===== src/rtl/uncached_agent_pkg.sv =====
// Shared types for the uncached request agent: request payload, FSM states and size codes.
package uncached_agent_pkg;

   localparam int unsigned ADDR_W = 32;
   localparam int unsigned DATA_W = 32;
   localparam int unsigned STRB_W = DATA_W / 8;

   localparam logic [1:0] SIZE_BYTE = 2'd0;
   localparam logic [1:0] SIZE_HALF = 2'd1;
   localparam logic [1:0] SIZE_WORD = 2'd2;

   typedef struct packed {
      logic              wr;
      logic [1:0]        size;
      logic [STRB_W-1:0] wstrb;
      logic [ADDR_W-1:0] addr;
      logic [DATA_W-1:0] wdata;
   } uc_req_t;

   typedef enum logic [1:0] {
      IDLE   = 2'd0,
      ISSUE  = 2'd1,
      WAIT_R = 2'd2,
      WAIT_B = 2'd3
   } uc_state_t;

endpackage


===== src/rtl/uc_req_fifo.sv =====
// In-order request queue for the uncached agent; head is the oldest accepted request.
module uc_req_fifo
   import uncached_agent_pkg::*;
#(
   parameter int unsigned DEPTH = 2
) (
   input  logic                         clk,
   input  logic                         reset,
   input  logic                         push,
   input  logic                         pop,
   input  uc_req_t                      din,
   output uc_req_t                      head,
   output logic                         full,
   output logic                         empty,
   output logic [$clog2(DEPTH+1)-1:0]   count
);

   localparam int unsigned AW = (DEPTH > 1) ? $clog2(DEPTH) : 1;
   localparam int unsigned CW = $clog2(DEPTH + 1);

   uc_req_t       mem [DEPTH];
   logic [AW-1:0] rd_ptr;
   logic [AW-1:0] wr_ptr;
   logic          do_push;
   logic          do_pop;

   assign full    = (count == CW'(DEPTH));
   assign empty   = (count == '0);
   assign do_push = push && !full;
   assign do_pop  = pop && !empty;
   assign head    = mem[rd_ptr];

   function automatic logic [AW-1:0] next_ptr(input logic [AW-1:0] p);
      return (p == AW'(DEPTH - 1)) ? '0 : p + AW'(1);
   endfunction

   always_ff @(posedge clk) begin
      if (reset) begin
         rd_ptr <= '0;
         wr_ptr <= '0;
         count  <= '0;
      end else begin
         if (do_push) wr_ptr <= next_ptr(wr_ptr);
         if (do_pop)  rd_ptr <= next_ptr(rd_ptr);
         case ({do_push, do_pop})
            2'b10:   count <= count + CW'(1);
            2'b01:   count <= count - CW'(1);
            default: ;
         endcase
      end
   end

   // Payload storage needs no reset; occupancy is tracked by count.
   always_ff @(posedge clk) begin
      if (do_push) mem[wr_ptr] <= din;
   end

endmodule


===== src/rtl/uncached_agent.sv =====
// Uncached request responder: queues accepted requests and replays each as one bus beat.
// Define UNCACHED_POSTED_WRITE_EN to retire stores at bus grant (posted writes).
module uncached_agent
   import uncached_agent_pkg::*;
#(
   parameter int unsigned QDEPTH = 2,
   parameter int unsigned MAX_PW = 4
) (
   input  logic              clk,
   input  logic              reset,
   input  logic              req,
   input  logic              wr,
   input  logic [1:0]        size,
   input  logic [STRB_W-1:0] wstrb,
   input  logic [ADDR_W-1:0] addr,
   input  logic [DATA_W-1:0] wdata,
   output logic              addr_ok,
   output logic              data_ok,
   output logic [DATA_W-1:0] rdata,
   output logic              bus_req,
   output logic              bus_wr,
   output logic [1:0]        bus_size,
   output logic [ADDR_W-1:0] bus_addr,
   output logic [STRB_W-1:0] bus_wstrb,
   output logic [DATA_W-1:0] bus_wdata,
   input  logic              bus_gnt,
   input  logic              bus_rvalid,
   input  logic [DATA_W-1:0] bus_rdata,
   input  logic              bus_bvalid
);

   localparam int unsigned CW = $clog2(QDEPTH + 1);

   uc_state_t     state;
   uc_req_t       in_req;
   uc_req_t       head;
   logic          push;
   logic          pop;
   logic          full;
   logic          empty;
   logic [CW-1:0] count;
   logic          issue_ok;
   logic          grant;
   logic          more_after_pop;

   assign in_req = '{wr: wr, size: size, wstrb: wstrb, addr: addr, wdata: wdata};

   assign addr_ok        = !full;
   assign push           = req && !full;
   assign grant          = bus_req && bus_gnt;
   assign more_after_pop = (count > CW'(1)) || push;

   uc_req_fifo #(
      .DEPTH (QDEPTH)
   ) u_fifo (
      .clk   (clk),
      .reset (reset),
      .push  (push),
      .pop   (pop),
      .din   (in_req),
      .head  (head),
      .full  (full),
      .empty (empty),
      .count (count)
   );

   // Bus fields come straight from the queue head, which only moves on a pop.
   assign bus_req   = (state == ISSUE) && issue_ok;
   assign bus_wr    = head.wr;
   assign bus_size  = head.size;
   assign bus_addr  = head.addr;
   assign bus_wstrb = head.wstrb;
   assign bus_wdata = head.wdata;

`ifdef UNCACHED_POSTED_WRITE_EN
   localparam int unsigned PW = $clog2(MAX_PW + 1);

   logic [PW-1:0] pw_cnt;
   logic          pw_inc;
   logic          pw_dec;

   assign pw_inc   = grant && head.wr;
   assign pw_dec   = bus_bvalid && (pw_cnt != '0);
   // Loads wait for all posted stores to drain; stores wait for a free slot.
   assign issue_ok = head.wr ? (pw_cnt != PW'(MAX_PW)) : (pw_cnt == '0);
   assign pop      = ((state == WAIT_R) && bus_rvalid) || pw_inc;

   always_ff @(posedge clk) begin
      if (reset) begin
         pw_cnt <= '0;
      end else begin
         case ({pw_inc, pw_dec})
            2'b10:   pw_cnt <= pw_cnt + PW'(1);
            2'b01:   pw_cnt <= pw_cnt - PW'(1);
            default: ;
         endcase
      end
   end
`else
   assign issue_ok = 1'b1;
   assign pop      = ((state == WAIT_R) && bus_rvalid) || ((state == WAIT_B) && bus_bvalid);
`endif

   // Request sequencer; a push in the same cycle counts toward a non-empty queue.
   always_ff @(posedge clk) begin
      if (reset) begin
         state   <= IDLE;
         data_ok <= 1'b0;
         rdata   <= '0;
      end else begin
         data_ok <= 1'b0;
         case (state)
            IDLE: begin
               if (!empty || push) state <= ISSUE;
            end
            ISSUE: begin
               if (grant) begin
                  if (head.wr) begin
`ifdef UNCACHED_POSTED_WRITE_EN
                     data_ok <= 1'b1;
                     rdata   <= '0;
                     state   <= more_after_pop ? ISSUE : IDLE;
`else
                     state   <= WAIT_B;
`endif
                  end else begin
                     state <= WAIT_R;
                  end
               end
            end
            WAIT_R: begin
               if (bus_rvalid) begin
                  data_ok <= 1'b1;
                  rdata   <= bus_rdata;
                  state   <= more_after_pop ? ISSUE : IDLE;
               end
            end
            WAIT_B: begin
               if (bus_bvalid) begin
                  data_ok <= 1'b1;
                  rdata   <= '0;
                  state   <= more_after_pop ? ISSUE : IDLE;
               end
            end
            default: state <= IDLE;
         endcase
      end
   end

endmodule


===== config.mk =====
export PLATFORM = sky130hd
export DESIGN_NAME = uncached_agent
export DESIGN_NICKNAME = d
export VERILOG_FILES = /design/src/rtl/uncached_agent_pkg.sv /design/src/rtl/uc_req_fifo.sv /design/src/rtl/uncached_agent.sv
export SDC_FILE = /design/constraint.sdc
export NUM_CORES = 1
export LEC_CHECK = 0
export ABC_AREA = 1
export BUFFER_PORTS_ARGS = -buffer_cell sky130_fd_sc_hd__buf_4
export CAP_MARGIN = 15
export CORE_ASPECT_RATIO = 1.1
export CORE_UTILIZATION = 57
export CTS_BUF_LIST = sky130_fd_sc_hd__clkbuf_8
export DETAILED_ROUTE_END_ITERATION = 10
export HOLD_SLACK_MARGIN = 0.03
export PLACE_DENSITY_LB_ADDON = 0.1
export RECOVER_POWER = 50
export SLEW_MARGIN = 25
export SYNTH_ARGS = -nofsm -noshare
export SYNTH_HDL_FRONTEND = slang
export SYNTH_SLANG_ARGS = --single-unit
export TNS_END_PERCENT = 5

===== constraint.sdc =====
create_clock -name clk -period 10.45 [get_ports clk]
set_input_delay 0 -clock clk [delete_from_list [all_inputs] [get_ports clk]]
set_output_delay 0 -clock clk [all_outputs]
set_load 0.005 [all_outputs]

==> flow_summary.toml, run 1 <==
[timing]
fin_worst_skew_ns = 0.01733
rsz0062_at_grt = "no"
slew_violations = 72
relSlewSlack = -1.140
period_minus_slack_ns = 3.779
fin_setup_tns_ns = 0
min_period_over_period = 0.3616
fin_ws_ns = 6.671
hold_violations = 0
fmax_mhz = 264.6
setup_violations = 0
worstMarginPinSlew_ns = 3.210

[detailed_routing]
firstDrtPassIters = 5
totalWireLength_um = 16860
antenna_left = 0
vias = 5419
vias_per_cell = 5.060
drc = 0
avgRoutedWirePerCell_um = 15.74
drtIter0Drc = 322

[placement]
port_buffers = 214
placed_cell_area_um2 = 8762
dpl.hpwl_um = 9687
dpl.cell_count = 922
place.gp.congestion = 0.7847
preCtsSetupSlack_ns = 7.769

[synth]
async_flop_share = 0
synth_edf_count = 142
synth_fp_nets = 691
ys_warn_count = 0
ys_types = 25
ys_ff_latch = 182
syn_avg_cell_area_um2 = 12.28
netlist_instances = 578
ys_seq_area_frac = 0.7136
synth_area_um2 = 7098
ys.flop_type = "edfxtp_1"

[global_routing]
grt_pass1_vias = 5526
grt_overflow = 0
grt_pass1_wl_um = 26320
track_usage = 0.2699
grt_start_max_net_pins = 72
use_met1 = 0.2983
antenna_found_initial = 0
gr-usage-met3 = 0.05473
grt-busiest-layer = "met2"
met2_usage = 0.4830

[floorplan]
die_h_um = 119.0
die_area_um2 = 12900
fp-row-count = 42
ios = 215
die_x_um = 108.4
initial_core_util = 0.5873
design.core.area_um2 = 12090

[clock_network]
h-tree-depth = 4
clk-insertion-delay-late_ns = 0.44
clk_pin_slew_ns = 0.09
cts_tree = "built"
cts.sinks = 182
cts_root_buf = "clkbuf_8"
clk_path_buf_depth = 2
cts_resized = 0
numCtsBuffers = 17

[cells_and_area]
drive_above_1_share = 0.3206
fill_cells = 662
layout.cells.non_filler = 1071
fin_nets = 1017
fin_area_um2 = 10190
antenna_cells = 0
syn2layout_area_growth_pct = 43.50

[critical_path]
cp_max_fo = 71
cp_common_cell = "nand2_1"
slowest_delay_ns = 2.26
cp.arrival_ns = 3.78
critPathKind = "flip-flop to output pin"
start_kind = "flip-flop"
critical_path.slowest_cell = "clkbuf_1"
critPathRequiredTime_ns = 10.45
critPathCaptureType = "output pin"
worstPathCellList = "clkbuf_1 -> nand2_1 -> nand2_1 -> buf_4"

[run_status]
violations = "capacitance limit, slew limit"
status = "complete, but fails checks"

[min_path]
min_path_type = "input port to flip-flop"

[power]
p_per_area_nw_per_um2 = 178.3
vdd_drop_max_mv = 0.1068
leakage_nw = 4.155

[run]
max-cap-violations = 1
==> layout by cell type (no fill, tap or decap) <==
master and instances:
nand2_8 1, nand2_4 1, ha_1 4, a21oi_1 6, clkinvlp_4 3, dlygate4sd3_1 117
nor2_1 10, o21ai_0 1, clkbuf_1 32, bufinv_16 2, nand2_2 10, nand3b_1 1
nand3_2 31, dfxtp_1 40, clkinv_2 2, nand2_1 248, a21oi_2 30, clkbuf_4 85
clkbuf_8 17, nand3_1 5, xor2_1 2, nor3_1 1, inv_6 3, nor2_4 1
buf_4 101, clkinv_4 4, inv_1 14, inv_4 1, inv_2 2, edfxtp_1 142
==> through the flow <==
stage | power [mW] | hold WS [ns] | util
after floorplan | 1.147 | 0.09887 | -
after global placement | 1.317 | 0.1852 | 0.7249
after detailed placement | 1.332 | 0.1875 | 0.7249
after CTS | 1.825 | 0.05205 | 0.8540
after global routing | 1.899 | 0.1568 | 0.8428
final | 1.816 | 0.08149 | 0.8428
==> area by class of cell <==
class	count	area, um2	area share
clock inverters	15	155.1	0.01523
flip-flops and latches	182	5065	0.4972
clock buffers	17	234.0	0.02297
repair buffers	335	2688	0.2639
multi-input cells	352	1787	0.1754
inverters	16	65.06	0.006387
well taps	154	192.7	0.01892
==> per-layer routing <==
layer | up-vias | wire (um)
li1 | 2589 | -
met4 | 0 | 651
met5 | - | 0
met3 | 43 | 965
met1 | 2572 | 6134
met2 | 215 | 9105
==> sequential cells by signal, indices dropped and copies added (netlist names), named ones only <==
name,cells
data_ok,1
rdata,32
state,2
u_fifo.count,2
u_fifo.mem,142
u_fifo.rd_ptr,1
u_fifo.wr_ptr,1
==> repair_timing <==
action,CTS,global route
hold endpoints to repair,178,0
hold buffers,117,0
buffers inserted,0,0
==> worst max-delay path: cells and delay by family (launching register included) <==
kind                   cells  cell delay, ns
buffers and inverters      2            2.39
and+or+nand+nor            2            0.56
DFF                        1            0.35
==> cell usage after synthesis (2+ instances only) <==
cell type  instances  share of area
nand2_1          248           0.13
edfxtp_1         142           0.60
dfxtp_1           40           0.11
nand3_2           31          0.044
a21oi_2           30          0.037
clkbuf_1          17         0.0090
inv_1             13         0.0069
nand2_2           10         0.0088
nor2_1            10         0.0053
a21oi_1            6         0.0042
nand3_1            5         0.0035
buf_2              4         0.0028
ha_1               4         0.0071
buf_12             3         0.0085
buf_6              3         0.0048
inv_2              2         0.0011
xor2_1             2         0.0025
==> report_power, final <==
group	internal (mW)	switching, mW	leakage [nW]
clock	0.214	0.250	0.194
combinational	0.201	0.239	2.31
sequential	0.880	0.0326	1.65
total	1.29	0.522	4.15
==> final timing paths <==
check                           startpoint            to  slack, ns  depth (start not counted)
worst max-delay path             flip-flop  bus_addr[26]       6.67                          4
worst min-delay path            bus_bvalid      state[1]       0.08                          7
worst max register to register   flip-flop      state[0]       6.89                          7
worst min register to register   rdata[30]     rdata[30]       0.47                          2
==> logic make-up (layout without fill, tap and decap cells) <==
family / after synthesis / count (layout) / synth area share
simple gates: 309 / 309 / 0.2002
fa+ha+maj: 4 / 4 / 0.007051
flops: 182 / 182 / 0.7136
compound gates: 37 / 37 / 0.04195
buf+inv: 44 / 383 / 0.03473
xor+xnor: 2 / 2 / 0.002468
Note: power is estimated with default switching activity, not from simulation.
==> inputs of run 2 (changes only) <==
--- a/config.mk
+++ b/config.mk
@@ -9,7 +9,7 @@
 export BUFFER_PORTS_ARGS = -buffer_cell sky130_fd_sc_hd__buf_4
 export CAP_MARGIN = 15
 export CORE_ASPECT_RATIO = 1.1
-export CORE_UTILIZATION = 57
+export CORE_UTILIZATION = 48
 export CTS_BUF_LIST = sky130_fd_sc_hd__clkbuf_8
 export DETAILED_ROUTE_END_ITERATION = 10
 export HOLD_SLACK_MARGIN = 0.03
==> constraint.sdc (replaced) <==
create_clock -name clk -period 3.1 [get_ports clk]
set_input_delay 0 -clock clk [delete_from_list [all_inputs] [get_ports clk]]
set_output_delay 0 -clock clk [all_outputs]
set_load 0.005 [all_outputs]
==> run 2 against run 1 <==
Net effect: the run still ends with capacitance limit, slew limit left; cell area grew 1.5%; global-route usage shrank 5.1 points; final cell count up 5.2%; combinational power rose to 3.4 times the previous value; sequential cell count unchanged; clock-buffer cell count unchanged; die area rose by 18%; largest power group unchanged; sequential power increased to 3.4 times the previous value.
==> flow_summary.toml, run 2 (same netlist as run 1, synthesis figures left out) <==
[clock_network]
cts_root_buf = "clkbuf_8"
cts.sinks = 182
h-tree-depth = 4
cts_tree = "built"
clk-insertion-delay-late_ns = 0.46
clk_path_buf_depth = 2
clk_pin_slew_ns = 0.08
numCtsBuffers = 17
cts_resized = 0

[floorplan]
initial_core_util = 0.4913
die_area_um2 = 15280
die_x_um = 117.9
fp-row-count = 46
design.core.area_um2 = 14450
ios = 215
die_h_um = 129.5

[detailed_routing]
totalWireLength_um = 16540
vias_per_cell = 4.728
drtIter0Drc = 299
drc = 0
avgRoutedWirePerCell_um = 14.67
vias = 5329
antenna_left = 0
firstDrtPassIters = 4

[timing]
min_period_over_period = 0.7686
fin_worst_skew_ns = 0.01054
worstMarginPinSlew_ns = 1.515
period_minus_slack_ns = 2.383
hold_violations = 0
fin_setup_tns_ns = 0
fmax_mhz = 419.7
slew_violations = 72
hold_ws_ns = 0.09936
setup_violations = 0
rsz0062_at_grt = "no"
relSlewSlack = -0.009680

[critical_path]
critPathRequiredTime_ns = 3.10
cp_max_fo = 71
cp.arrival_ns = 2.38
critPathCaptureType = "output pin"
critPathKind = "flip-flop to output pin"
start_kind = "flip-flop"

[run]
max-cap-violations = 1

[cells_and_area]
most-common-layout-cells = "255 x nand2_1, 142 x edfxtp_1, 132 x dlygate4sd3_1, 93 x clkbuf_4, 93 x buf_4"
antenna_cells = 0
fill_cells = 1031
top_regs = "u_fifo.mem: 142 flops, rdata: 32 flops"
final_util = 0.7158
syn2layout_area_growth_pct = 45.69
regArea_um2 = 5065
largest_register_ffs = 142
fin_nets = 1035
fin_area_um2 = 10340
final_common_cell = "nand2_1"
multi_input_area_um2 = 1772
largest_register = "u_fifo.mem"
drive_above_1_share = 0.3091

[placement]
place.gp.congestion = 0.7498
placed_cell_area_um2 = 8832
port_buffers = 214
dpl.hpwl_um = 9820

[power]
total_power_mw = 6.004
vdd_drop_max_mv = 0.3476
leakage_nw = 4.242
p_per_area_nw_per_um2 = 580.6

[min_path]
min_path_type = "input port to flip-flop"

[run_status]
violations = "capacitance limit, slew limit"
status = "complete, but fails checks"

[global_routing]
grt_start_max_net_pins = 72
grt_pass1_wl_um = 25740
antenna_found_initial = 0
grt_overflow = 0
track_usage = 0.2186
grt_pass1_vias = 5292
[run 2: cell types whose count changed in the layout (fill, tap and decap cells not counted), sizes merged]
cell,previous run,this run
buf,101,93
bufinv,2,1
clkbuf,134,145
clkinv,6,10
dlygate4sd3,117,132
inv,20,17
[run 2: worst paths after layout]
| kind | from | to | slack [ns] | cells past startpoint |
|---|---|---|---|---|
| min | bus_bvalid | state[1] | 0.1 | 7 |
| min reg2reg | rdata[30] | rdata[30] | 0.48 | 2 |
| max | flip-flop | bus_wstrb[0] | 0.72 | 4 |
| max reg2reg | flip-flop | state[0] | 0.95 | 7 |
[run 2: layer usage]
layer | track usage | vias up | part of all wire
li1 | - | 2619 | -
met2 | 0.3699 | 187 | 0.51
met3 | 0.05634 | 31 | 0.057
met1 | 0.2650 | 2492 | 0.41
met4 | 0.1003 | 0 | 0.024
met5 | 0 | - | 0
[run 2: metrics by stage]
step           setup slack, ns  instances
2_1_floorplan         -0.01779        578
4_1_cts                 0.9393       1127
3_5_place_dp             1.174        963
5_1_grt                 0.4686       1127
3_3_place_gp             1.239        963
6_report                0.7173       1127
[run 2: worst max-delay path: stages, from the launching register on]
cell	delay, ns
dfxtp_1	0.35
clkbuf_2	1.12
nand2_1	0.18
nand2_1	0.14
buf_4	0.12
[run 2: what timing repair did]
item,4_1_cts,5_1_grt
hold endpoints to repair,178,0
hold buffers,132,0
buffers inserted,0,0
[run 2: area by class of cell]
cell class | instances | share of cell area
clock inverter | 15 | 0.01089
sequential | 182 | 0.4898
timing repair buffer | 353 | 0.2759
inverter | 16 | 0.006292
tap | 192 | 0.02323
clock buffer | 17 | 0.02263
multi-input combinational | 352 | 0.1713
[run 2: power breakdown]
| group | leakage [nW] | internal, mW | switching, mW | total, mW |
|---|---|---|---|---|
| clock | 0.176 | 0.620 | 0.811 | 1.43 |
| combinational | 2.42 | 0.699 | 0.803 | 1.50 |
| sequential | 1.65 | 2.97 | 0.104 | 3.07 |
| total | 4.24 | 4.28 | 1.72 | 6.00 |
